### config.mk
export PLATFORM = sky130hd
export DESIGN_NAME = polyclear_sched
export DESIGN_NICKNAME = d
export VERILOG_FILES = /design/src/rtl/polyclear_sched.sv
export SDC_FILE = /design/constraint.sdc
export NUM_CORES = 1
export LEC_CHECK = 0
export BUFFER_PORTS_ARGS = -buffer_cell sky130_fd_sc_hd__buf_2
export CAP_MARGIN = 20
export CORE_MARGIN = 5
export CORE_UTILIZATION = 59
export CTS_CLUSTER_DIAMETER = 40
export CTS_CLUSTER_SIZE = 40
export DETAILED_ROUTE_END_ITERATION = 12
export HOLD_SLACK_MARGIN = 0.12
export PLACE_DENSITY = 0.82
export SLEW_MARGIN = 20
export SYNTH_ARGS = -nofsm -noshare
export SYNTH_HDL_FRONTEND = slang
export SYNTH_SLANG_ARGS = --single-unit
### constraint.sdc
create_clock -name clk -period 3.6 [get_ports clk]
set_input_delay 0.18 -clock clk [delete_from_list [all_inputs] [get_ports clk]]
set_output_delay 0.18 -clock clk [all_outputs]
set_load 0.05 [all_outputs]
### src/rtl/polyclear_sched.sv
// polyclear_sched: round-robin owner of the shared polynomial-clear port.
// One requester at a time gets the coefficient memory port; the block walks
// mem_addr from 0 to cnt-1 writing zeros, then pulses done for that requester.
module polyclear_sched #(
    parameter int NREQ   = 3,
    parameter int AW     = 11,
    parameter int DW     = 13,
    parameter int MAXLEN = 757
) (
    input  logic            clk,
    input  logic            rst,
    input  logic [NREQ-1:0] req,
    input  logic [AW-1:0]   len,
    input  logic            mem_ready,
    output logic [NREQ-1:0] grant,
    output logic            busy,
    output logic            mem_we,
    output logic [AW-1:0]   mem_addr,
    output logic [DW-1:0]   mem_din,
    output logic [NREQ-1:0] done
);

    localparam int GW = (NREQ > 1) ? $clog2(NREQ) : 1;

    typedef enum logic [1:0] {IDLE, GRANT, CLEAR, DONE} state_t;

    state_t          state;
    logic [GW-1:0]   ptr;
    logic [GW-1:0]   g;
    logic [GW-1:0]   win;
    logic            any;
    int              idx;
    logic [AW-1:0]   cnt;
    logic [AW-1:0]   len_c;

    // Round-robin pick: first set req bit at or above ptr, wrapping around.
    always_comb begin
        win = '0;
        any = 1'b0;
        idx = 0;
        for (int i = 0; i < NREQ; i++) begin
            idx = (int'(ptr) + i) % NREQ;
            if (!any && req[idx]) begin
                any = 1'b1;
                win = GW'(idx);
            end
        end
    end

    // Oversized requests are clamped to the polynomial length.
    assign len_c = (int'(len) > MAXLEN) ? AW'(MAXLEN) : len;

    // Main FSM; grant and done are registered so they are glitch-free.
    always_ff @(posedge clk or posedge rst) begin
        if (rst) begin
            state    <= IDLE;
            ptr      <= '0;
            g        <= '0;
            cnt      <= '0;
            mem_addr <= '0;
            grant    <= '0;
            done     <= '0;
        end else begin
            case (state)
                IDLE: begin
                    if (any) begin
                        g     <= win;
                        grant <= NREQ'(1) << win;
                        state <= GRANT;
                    end
                end
                GRANT: begin
                    cnt      <= len_c;
                    mem_addr <= '0;
                    if (len_c == '0) begin
                        done  <= grant;
                        state <= DONE;
                    end else begin
                        state <= CLEAR;
                    end
                end
                CLEAR: begin
                    // A stalled cycle holds both address and state.
                    if (mem_ready) begin
                        if (mem_addr == cnt - AW'(1)) begin
                            done  <= grant;
                            state <= DONE;
                        end else begin
                            mem_addr <= mem_addr + AW'(1);
                        end
                    end
                end
                DONE: begin
                    done  <= '0;
                    grant <= '0;
                    ptr   <= (int'(g) == NREQ - 1) ? '0 : g + GW'(1);
                    state <= IDLE;
                end
                default: state <= IDLE;
            endcase
        end
    end

    // The write strobe follows mem_ready directly so no accepted cycle is lost.
    assign mem_we  = (state == CLEAR) && mem_ready;
    assign busy    = (state != IDLE);
    assign mem_din = '0;

endmodule

-- Word level (Yosys, flattened, before mapping)
Index checks and enable logic that the tools add are counted.
Widths: inputs -> output; s select.
- shifts and indexed selects: 1
- add/subtract/negate cells: 5
- muxes and demuxes: 31
- divide/modulo/power cells: 3
- reductions and logical operators: 16
- equality and inequality tests: 10
- magnitude comparators: 4
- operators by type and width (operator ; count):
    $lt 32x4->1 const B ; 3
    $mod 32x3->32 const B ; 2
    $mux 11 ; 3
    $mod 3x3->32 const B ; 1
    $pmux 11 s2 ; 1
    $mux 2 ; 7
    $mux 3 ; 4
    $add 11x1->11 const B ; 1
    $eq 11x11->1 ; 1
    $gt 11x10->1 const B ; 1
    $logic_not 11->1 ; 1
    $sub 11x1->11 const B ; 1
    $mux 1 ; 10
    $ne 2x2->1 const B ; 5
    $pmux 3 s3 ; 1
    $pmux 2 s4 ; 1
    $bmux 1 s2 ; 3
    $eq 2x2->1 const B ; 3
    $pmux 3 s2 ; 1
    $reduce_and 3->1 ; 2
    $reduce_bool 2->1 ; 3
    $reduce_and 2->1 ; 2
    $reduce_and 4->1 ; 1
    $add 2x1->3 const B ; 1
    other kinds (8) ; 11
- register bits: 34
- logic and storage cells: 77
- output and inout port bits: 32
- bits of input ports: 17

-- Longest topological paths before layout
Gate-level depths: netlist of the first run.
- word-level depth: 14
- depth in mapped cells: 12
- gate-level depth less buffers: 9

-- Worst setup path before layout of the first run
No wires, ideal clock.
- kind: reg-to-reg
- from: register state[0]
- to: register mem_addr[5]
- arrival: 2.565 ns
- stages on the path, launching flop included: 9
- setup time: 0.073 ns
- clock period less this slack: 2.639 ns
- required time: 3.527 ns
- buffers on the path: 2
- slack: 0.961 ns
- path through: dfrtp_1 > inv_1 > ha_1 > clkbuf_1 > and2_0 > clkbuf_1 > nand4_1 > or4_1 > a21oi_2
- longest elaborated chain between the ends: 3
- elaborated cells between the ends (all ways): 7
- those cells by class: eq/ne: 4; mux: 1; reduce/logical: 2
- ends and longest elaborated chain (element ; line ; text):
    start: declaration ; 27 ; state_t state;
    start signal: assignment ; 56 ; state <= IDLE;
    start signal: assignment ; 69 ; state <= GRANT;
    start signal: assignment ; 77 ; state <= DONE;
    $eq 2x2->1 / $eq 2x1->1 (equally long branches) ; 64 ; case (state)
    $ne 2x2->1 (no source line) / $reduce_bool 2->1 (equally long branches) ; n/a ;
    $reduce_and 3->1 (no source line) ; n/a ;
    end signal: assignment ; 89 ; mem_addr <= mem_addr + AW'(1);
    end: declaration ; 18 ; output logic [AW-1:0] mem_addr,
Parallel ways exist; a longest one is shown, timed or not.
A chain may end at the register's enable or synchronous reset.

-- Worst setup path in the final report of the first run
- from: register cnt[0]
- to: register mem_addr[0]
- longest elaborated chain between the ends: 4
- ends and longest elaborated chain (element ; line ; text):
    start: declaration ; 33 ; logic [AW-1:0] cnt;
    start signal: assignment ; 73 ; cnt <= len_c;
    $sub 11x1->11 ; 85 ; if (mem_addr == cnt - AW'(1)) begin
    $eq 11x11->1 ; 85 ;
    $ne 2x2->1 (no source line) ; n/a ;
    $reduce_and 3->1 (no source line) ; n/a ;
Every way passes these cells.

==> results.cfg, run 1 <==
[routing]
drt-total-wl_mm = 4.94
drt_iter0_markers = 151
ant_nets = 0
viasPerCell = 5.74
drcViolationCount = 0
post_drt_wl_per_cell_um = 14.5
dr.pass1.iters = 4
vias = 1959

[cells_and_area]
drive_gt1_share_pct = 17.4
layoutNonFillerInstCount = 341
fin_nets = 319
final_area_mm2 = 0.00255
area_growth_pct = 10.0
final_cell_mix = buf_2 (35), dfrtp_1 (34), inv_1 (20)
final_util_pct = 68.2
diodes = 0
n_fill_cell = 316
layout_commonest_cell = buf_2

[clocking]
cts_max_level = 2
cts_setup_buffers = 0
clkSlewWorstSetupHoldPaths_ns = 0.06
cts_resized = 0
insertion_delay_ns = 0.28
cts.sink_count = 34
cts_made_buffers = 5
clockRootBuffer = clkbuf_8
cts_hold_buf = 1
cts_tree = built
cts_buffer_depth = 2

[grt]
first_global_vias = 1889
grt_use_total_pct = 20.5
grt_pass1_wl_mm = 8.63
grt_use_met3_pct = 5.37
grtUsageMet1_pct = 26.6
grt_use_met2_pct = 34.2
overflow = 0
antenna_found_initial = 0
grt_max_degree = 35
busiest_layer = met2

[setup_path]
cp_slowest_cell = dfrtp_1
critPathLaunchType = flop
critPathRequiredTime_ns = 3.80
path_class = flop to flop
end_kind = flop
cp_max_fo = 22
slowest_delay_ns = 0.40
critPathArrivalTime_ns = 2.67
worstPathCellList = inv_1, ha_1, xor2_1, o211ai_1, a211oi_1, nand4_1, nor4b_4, buf_4, nand2b_1, mux2i_1

[yosys]
syn_avg_cell_area_um2 = 9.00
synth_seq_cells = 34
yosysWarnings = 0
synth-simple-area-share_pct = 21.2
synth-adder-area-share_pct = 5.28
synth_cell_types = 54
synth_top_family_by_area = simple AND/OR/NAND/NOR gates
synth_xor_area_share_pct = 4.53
synth.mux.area_fraction_pct = 2.86
ys_seq_area_share_pct = 36.6
syn-cell-area_mm2 = 0.00232
postSynthCellCount = 258
synth_compound_area_share_pct = 19.7

[outcome]
status = complete, no violations

[die]
fp-row-count = 22
core-area_mm2 = 0.00374
ios = 49
die_w_um = 72.7
start_util_pct = 62.0
dieArea_mm2 = 0.00529
die_y_um = 72.7

[flow_run]
maxCapViolations = 0

[placed_design]
place_hpwl_mm = 3.71
dp_cells = 333
place_congestion = 0.819
port_buffers = 35
placedInstanceArea_mm2 = 0.00247

[hold_path]
hp-class = primary input to flop

[timing]
finalSetupTns_ns = 0
slew_headroom_pct = 62.3
skew_ns = 0.00358
finalSetupViolations = 0
rsz0062_at_grt = false
finalCriticalPeriod_ns = 2.47
hold_viol = 0
slew_viol_final = 0
finalCritPeriodShare_pct = 68.5
fmax_ghz = 0.406
tightest_slew_ns = 0.563

[power_and_ir_drop]
power.leakage_nw = 1.16
ir_drop_v = 0.000525
powerDensity_mw_per_mm2 = 729
p_total_mw = 1.86
-- state kept, by name, indices dropped and copies added, names as in the netlist --
register  cells
done          3
g             2
mem_addr     11
ptr           2
cnt          11
state         2
grant         3
-- final timing paths --
| path | start | end | slack (ns) | cells past startpoint |
|---|---|---|---|---|
| worst max-delay path | cnt[0] | mem_addr[0] | 1.13 | 10 |
| worst min-delay path | len[5] | cnt[5] | 0.16 | 2 |
| worst max register to register | cnt[0] | mem_addr[0] | 1.13 | 10 |
| worst min register to register | g[1] | ptr[1] | 0.49 | 1 |
| max in group asynchronous | rst | mem_addr[7] | 2.73 | 4 |
| min in group asynchronous | rst | ptr[0] | 0.56 | 4 |
-- worst max-delay path: cells and delay by family (launching register included) --
family	cells	cell delay [ns]
xor+xnor	1	0.14
fa+ha+maj	1	0.30
buf+inv	2	0.36
mux	1	0.20
simple gates	3	0.66
compound gates	2	0.32
flops	1	0.40
-- routing by layer --
metal	up-vias	part of all wire, %
met5	-	0
met4	0	0.85
met3	6	4.7
met2	47	50
met1	925	44
li1	981	-
-- cell usage after synthesis (all sizes together) --
master	instances	area [um^2]
dfrtp	34	851
inv	20	75.1
a21oi	17	88.8
buf	17	130
nand2	17	63.8
nor2	16	60.1
nand3	13	65.1
ha	9	113
o21ai	9	45.0
xnor2	8	70.1
nand3b	6	45.0
nand4	6	37.5
nor3	6	35.0
clkbuf	5	18.8
o22a	5	43.8
o31ai	5	42.5
a31oi	4	25.0
mux2i	4	40.0
o211ai	4	30.0
o21a	4	30.0
or4	4	30.0
xor2	4	35.0
a211oi	3	22.5
and2	3	18.8
and3	3	18.8
nand2b	3	18.8
nor4	3	33.8
o22ai	3	18.8
a21o	2	15.0
mux2	2	26.3
nor3b	2	15.0
nor4b	2	38.8
o21bai	2	15.0
o41ai	2	17.5
a211o	1	8.76
a21boi	1	7.51
a41oi	1	8.76
conb	1	3.75
maj3	1	10.0
nor2b	1	6.26
o221a	1	11.3
o2bb2ai	1	8.76
o311ai	1	8.76
o32ai	1	8.76
or3	1	6.26
-- power by group --
group	total [mW]	switching, mW	internal, mW
logic	0.961	0.621	0.340
clock network	0.259	0.126	0.133
registers	0.643	0.141	0.502
total	1.86	0.887	0.975
-- through the flow --
stage	hold slack [ns]	setup slack, ns
6_report	0.155	1.13
5_1_grt	0.167	0.925
4_1_cts	0.150	1.14
3_5_place_dp	0.296	1.17
3_3_place_gp	0.297	1.26
2_1_floorplan	0.319	0.961
-- logic make-up (layout without fill, tap and decap cells) --
logic type	after synthesis	count (layout)
AND/OR/NAND/NOR	86	86
AO/OA/AOI/OAI	67	67
buffers and inverters	42	65
flip-flops	34	34
XOR/XNOR	12	12
adder cells (fa/ha/maj)	10	10
multiplexers	6	6
other	1	13
-- cell type report --
type,instances,area (um^2),share of cell area [%]
clock buffer,7,76.3,2.99
tap,48,60.1,2.35
sequential,34,851,33.3
inverter,20,75.1,2.94
timing repair buffer,38,200,7.84
multi-input combinational,194,1290,50.6
(Power assumes the default switching activity.)
==> inputs of run 2 (changes only) <==
Settings changed: CORE_UTILIZATION 59 to 49, PLACE_DENSITY 0.82 to 0.73.
Clock period 3.6 ns to 2.1 ns, I/O delays scaled along.
==> run 2 against run 1 <==
Clock skew increased by 0.0067 ns. Largest power group unchanged. First-iteration DRC count is 11% higher. Sequential power up 66%. Global-route usage shrank 0.21 points. Flip-flop and latch count unchanged. Utilization grew 0.66 points. Register-to-register slack worse by 1.5 ns. The flow now finishes with violations (negative setup slack). Count of clock-buffer cells in the layout up 1.
==> results.cfg, run 2 (synthesis gave the netlist of run 1 again) <==
[outcome]
status = finished, violations left
violations = negative setup slack

[power_and_ir_drop]
pwr-share-clk_pct = 15.2
pwr-share-seq_pct = 28.1
internal-power_mw = 2.08
powerDensity_mw_per_mm2 = 1190
switching_share_pct = 45.5
p_sw_mw = 1.74
ir_drop_v = 0.000843
p_total_mw = 3.82
power.leakage_nw = 1.44
power_frac_comb_pct = 56.7

[timing]
finalSetupViolations = 16
tightest_slew_ns = 0.554
hold-worst-slack_ns = 0.138
finalCritPeriodShare_pct = 115
slew_headroom_pct = 62.9
slew_viol_final = 0
fmax_ghz = 0.413
finalCriticalPeriod_ns = 2.42
timing.final.ws_setup_ns = -0.323
rsz0062_at_grt = true
hold_viol = 0
skew_ns = 0.0103

[clocking]
cts_max_level = 2
clkSlewWorstSetupHoldPaths_ns = 0.07
cts.sink_count = 34
cts_tree = built
clockRootBuffer = clkbuf_8
cts_buffer_depth = 2
cts_made_buffers = 5
insertion_delay_ns = 0.29

[routing]
dr.pass1.iters = 4
ant_nets = 0
post_drt_wl_per_cell_um = 15.8
vias = 2256
viasPerCell = 5.64
drt_iter0_markers = 167
drt-total-wl_mm = 6.31
drcViolationCount = 0

[die]
start_util_pct = 49.8
core-area_mm2 = 0.00466
ios = 49
die_w_um = 78.8
die_y_um = 78.8
dieArea_mm2 = 0.00622
fp-row-count = 25

[cells_and_area]
layoutNonFillerInstCount = 400
fin_nets = 371
final_util_pct = 68.9
layout_commonest_cell = buf_4
reg_top3 = cnt: 11 flops, mem_addr: 11 flops
final_area_mm2 = 0.00321
area_growth_pct = 38.3
final_cell_mix = buf_4 (41), buf_2 (35), dfrtp_1 (26)
diodes = 0
drive_gt1_share_pct = 38.4

[grt]
first_global_vias = 2093
grt_pass1_wl_mm = 9.84
antenna_found_initial = 0
grt_use_total_pct = 20.3
overflow = 0
grt_max_degree = 35

[setup_path]
critPathRequiredTime_ns = 2.28
critPathLaunchType = flop
rr_endpoint = state[1]
r2r_slack_ns = -0.32
r2r-start = cnt[3]
endpoint = state[1]
cp_max_fo = 4
critPathArrivalTime_ns = 2.60
cp-startpoint = cnt[3]
end_kind = flop
path_class = flop to flop
r2r_cells = 9

[hold_path]
hp-class = primary input to flop
min_path_cells = 3

[placed_design]
placedInstanceArea_mm2 = 0.00273
dp_cells = 369
place_congestion = 0.849
place_hpwl_mm = 4.18
port_buffers = 35

[flow_run]
maxCapViolations = 0
==> run 2: metal layers <==
metal | vias up | part of all wire (%) | GRT usage [%]
met1 | 1095 | 42 | 26.5
met5 | - | 0 | 0
met4 | 0 | 2.1 | 5.67
met3 | 13 | 4.8 | 4.31
met2 | 65 | 51 | 34.2
li1 | 1083 | - | -
==> run 2: power groups by stage <==
stage          sequential [mW]  clock, mW  combinational, mW
2_1_floorplan             1.27          0               1.16
3_3_place_gp              1.07          0               1.85
3_5_place_dp              1.08          0               1.90
4_1_cts                   1.07      0.586               1.99
5_1_grt                   1.10      0.631               2.36
6_report                  1.07      0.580               2.16
==> run 2: repair_timing <==
item	in CTS	in global routing
hold buffers	8	0
setup endpoints to repair	16	16
setup buffers	9	7
gates cloned	3	0
endpoints found under the hold margin	41	0
pin swaps	11	22
gates resized for setup	18	22
==> run 2: worst min path at each step <==
stage	slack, ns	endpoint	from
after global placement	0.23	ptr[0]	rst
after detailed placement	0.23	ptr[0]	rst
after floorplan	0.24	cnt[1]	len[1]
after global routing	0.13	cnt[8]	len[8]
after CTS	0.13	cnt[8]	len[8]
final	0.14	cnt[8]	len[8]
==> run 2: worst max-delay path: stages, from the launching register on <==
cell and delay, ns:
dfrtp_2 0.44, buf_4 0.16, xnor2_2 0.20, o211ai_1 0.14, a211oi_2 0.23, nand4_1 0.15, buf_4 0.17, nor4b_4 0.33
a31oi_2 0.17, mux2_4 0.32
==> run 2: per-stage QoR <==
step | TNS, ns | worst slack, ns
2_1_floorplan | -0.907 | -0.102
3_3_place_gp | -1.11 | -0.147
3_5_place_dp | -2.21 | -0.289
4_1_cts | -3.19 | -0.248
5_1_grt | -5.88 | -0.449
6_report | -3.80 | -0.323
==> run 2: area by class of cell <==
cell class                      instances  area (um^2)
Clock buffer                            8          110
Fill cell                             362         1450
Inverter                               20         75.1
Multi-Input combinational cell        194         1450
Sequential cell                        34          861
Tap cell                               54         67.6
Timing Repair Buffer                   90          647
==> inputs of run 3 (changes only) <==
Settings changed: CORE_UTILIZATION 49 to 43, PLACE_DENSITY 0.73 to 0.65.
==> run 3 against run 2 <==
First-iteration DRC count decreased by 40%. Die area rose by 12%. Flip-flop and latch count did not move. Critical endpoint unchanged. The flow still finishes with violations (negative setup slack).
==> results.cfg, run 3 (synthesis gave the netlist of run 1 again) <==
[power_and_ir_drop]
ir_drop_v = 0.000844
power.leakage_nw = 1.43
powerDensity_mw_per_mm2 = 1180
p_total_mw = 3.70

[die]
die_w_um = 83.5
start_util_pct = 44.9
fp-row-count = 26
dieArea_mm2 = 0.00697
die_y_um = 83.5
core-area_mm2 = 0.00517
ios = 49

[placed_design]
place_ws_ns = -0.224
place_congestion = 0.856
placedInstanceArea_mm2 = 0.00276
port_buffers = 35
place_hpwl_mm = 4.33

[timing]
finalCritPeriodShare_pct = 113
finalCriticalPeriod_ns = 2.37
slew_viol_final = 0
skew_ns = 0.00899
fmax_ghz = 0.422
rsz0062_at_grt = true
timing.final.ws_setup_ns = -0.268
finalSetupTns_ns = -2.67
hold-worst-slack_ns = 0.142
finalSetupViolations = 16
hold_viol = 0

[setup_path]
path_class = flop to flop
critPathLaunchType = flop
cp_max_fo = 5
critPathRequiredTime_ns = 2.27
end_kind = flop
critPathArrivalTime_ns = 2.54

[cells_and_area]
reg_top3 = cnt: 11 flops, mem_addr: 11 flops
area_growth_pct = 34.6
final_cell_mix = buf_4 (37), buf_2 (35), dfrtp_1 (26)
n_fill_cell = 467
diodes = 0
multi_input_area_mm2 = 0.00140
fin_nets = 365
final_area_mm2 = 0.00313
drive_gt1_share_pct = 34.4
seq_area_um2 = 861
layout_commonest_cell = buf_4

[outcome]
status = finished, violations left
violations = negative setup slack

[clocking]
cts_tree = built
clockRootBuffer = clkbuf_8
cts.sink_count = 34
clkSlewWorstSetupHoldPaths_ns = 0.07
insertion_delay_ns = 0.29
cts_max_level = 2
cts_buffer_depth = 2
cts_made_buffers = 5

[routing]
dr.pass1.iters = 6
drt-total-wl_mm = 6.06
ant_nets = 0
viasPerCell = 5.35
post_drt_wl_per_cell_um = 14.8
drt_iter0_markers = 101
vias = 2193
drcViolationCount = 0

[grt]
antenna_found_initial = 0
grt_max_degree = 35
grt_use_total_pct = 16.9
first_global_vias = 2186
overflow = 0
grt_pass1_wl_mm = 9.93

[flow_run]
maxCapViolations = 0

[hold_path]
hp-class = primary input to flop
[run 3: changes by cell type in the layout (fill, tap and decap cells not counted), moves of 3 or more]
cell and change:
buf_6 -4, or4_4 -3, or4_1 +3, buf_4 -4
clkbuf_8 -3, nand3_1 -3
[run 3: final cells by class]
cell class	count	share of cell area (%)
multi-input combinational	194	44.6
clock inverter	3	1.28
sequential	34	27.5
clock buffer	5	2.20
tap	70	2.80
timing repair buffer	84	19.2
inverter	20	2.40
[run 3: worst max-delay path, cell delays in order, from the launching register on]
cell	delay [ns]
dfrtp_1	0.47
nor4_4	0.30
buf_4	0.17
nand3_1	0.11
nand2_1	0.10
nand4_1	0.17
buf_4	0.19
nor4b_4	0.31
a31oi_1	0.15
mux2_2	0.29
[run 3: layer usage]
| layer | global-route usage (%) | vias to the layer above | wire (um) | share of wire [%] |
|---|---|---|---|---|
| li1 | - | 1071 | - | - |
| met1 | 20.9 | 1065 | 2640 | 44 |
| met2 | 29.7 | 48 | 3120 | 51 |
| met3 | 3.16 | 9 | 211 | 3.5 |
| met4 | 5.56 | 0 | 90 | 1.5 |
| met5 | 0 | - | 0 | 0 |
[run 3: power breakdown]
group          switching, mW  total [mW]  leakage [nW]  internal [mW]
Clock                  0.237       0.586        0.0579          0.349
Sequential             0.223        1.09         0.416          0.865
Combinational           1.20        2.02         0.953          0.824
[run 3: final timing paths]
kind	from	end	slack [ns]	cells past startpoint
min	len[8]	cnt[8]	0.14	3
min reg2reg	g[1]	ptr[1]	0.51	1
min in group asynchronous	rst	grant[0]	0.46	4
max reg2reg	cnt[3]	state[1]	-0.27	9
max	cnt[3]	state[1]	-0.27	9
max in group asynchronous	rst	cnt[2]	1.30	4
[run 3: stage by stage]
| stage | utilization (%) | instances |
|---|---|---|
| 3_5_place_dp | 53.3 | 386 |
| 4_1_cts | 57.4 | 403 |
| 2_1_floorplan | - | 270 |
| 5_1_grt | 60.4 | 410 |
| 6_report | 60.4 | 410 |
| 3_3_place_gp | 53.3 | 386 |
[run 3: timing repair]
| action | in CTS | in global routing |
|---|---|---|
| pin swaps | 1 | 15 |
| endpoints found under the setup margin | 16 | 16 |
| buffers inserted | 0 | 5 |
| cloned | 0 | 2 |
| endpoints found under the hold margin | 42 | 0 |
| hold buffers | 9 | 0 |
| gates resized for setup | 4 | 17 |
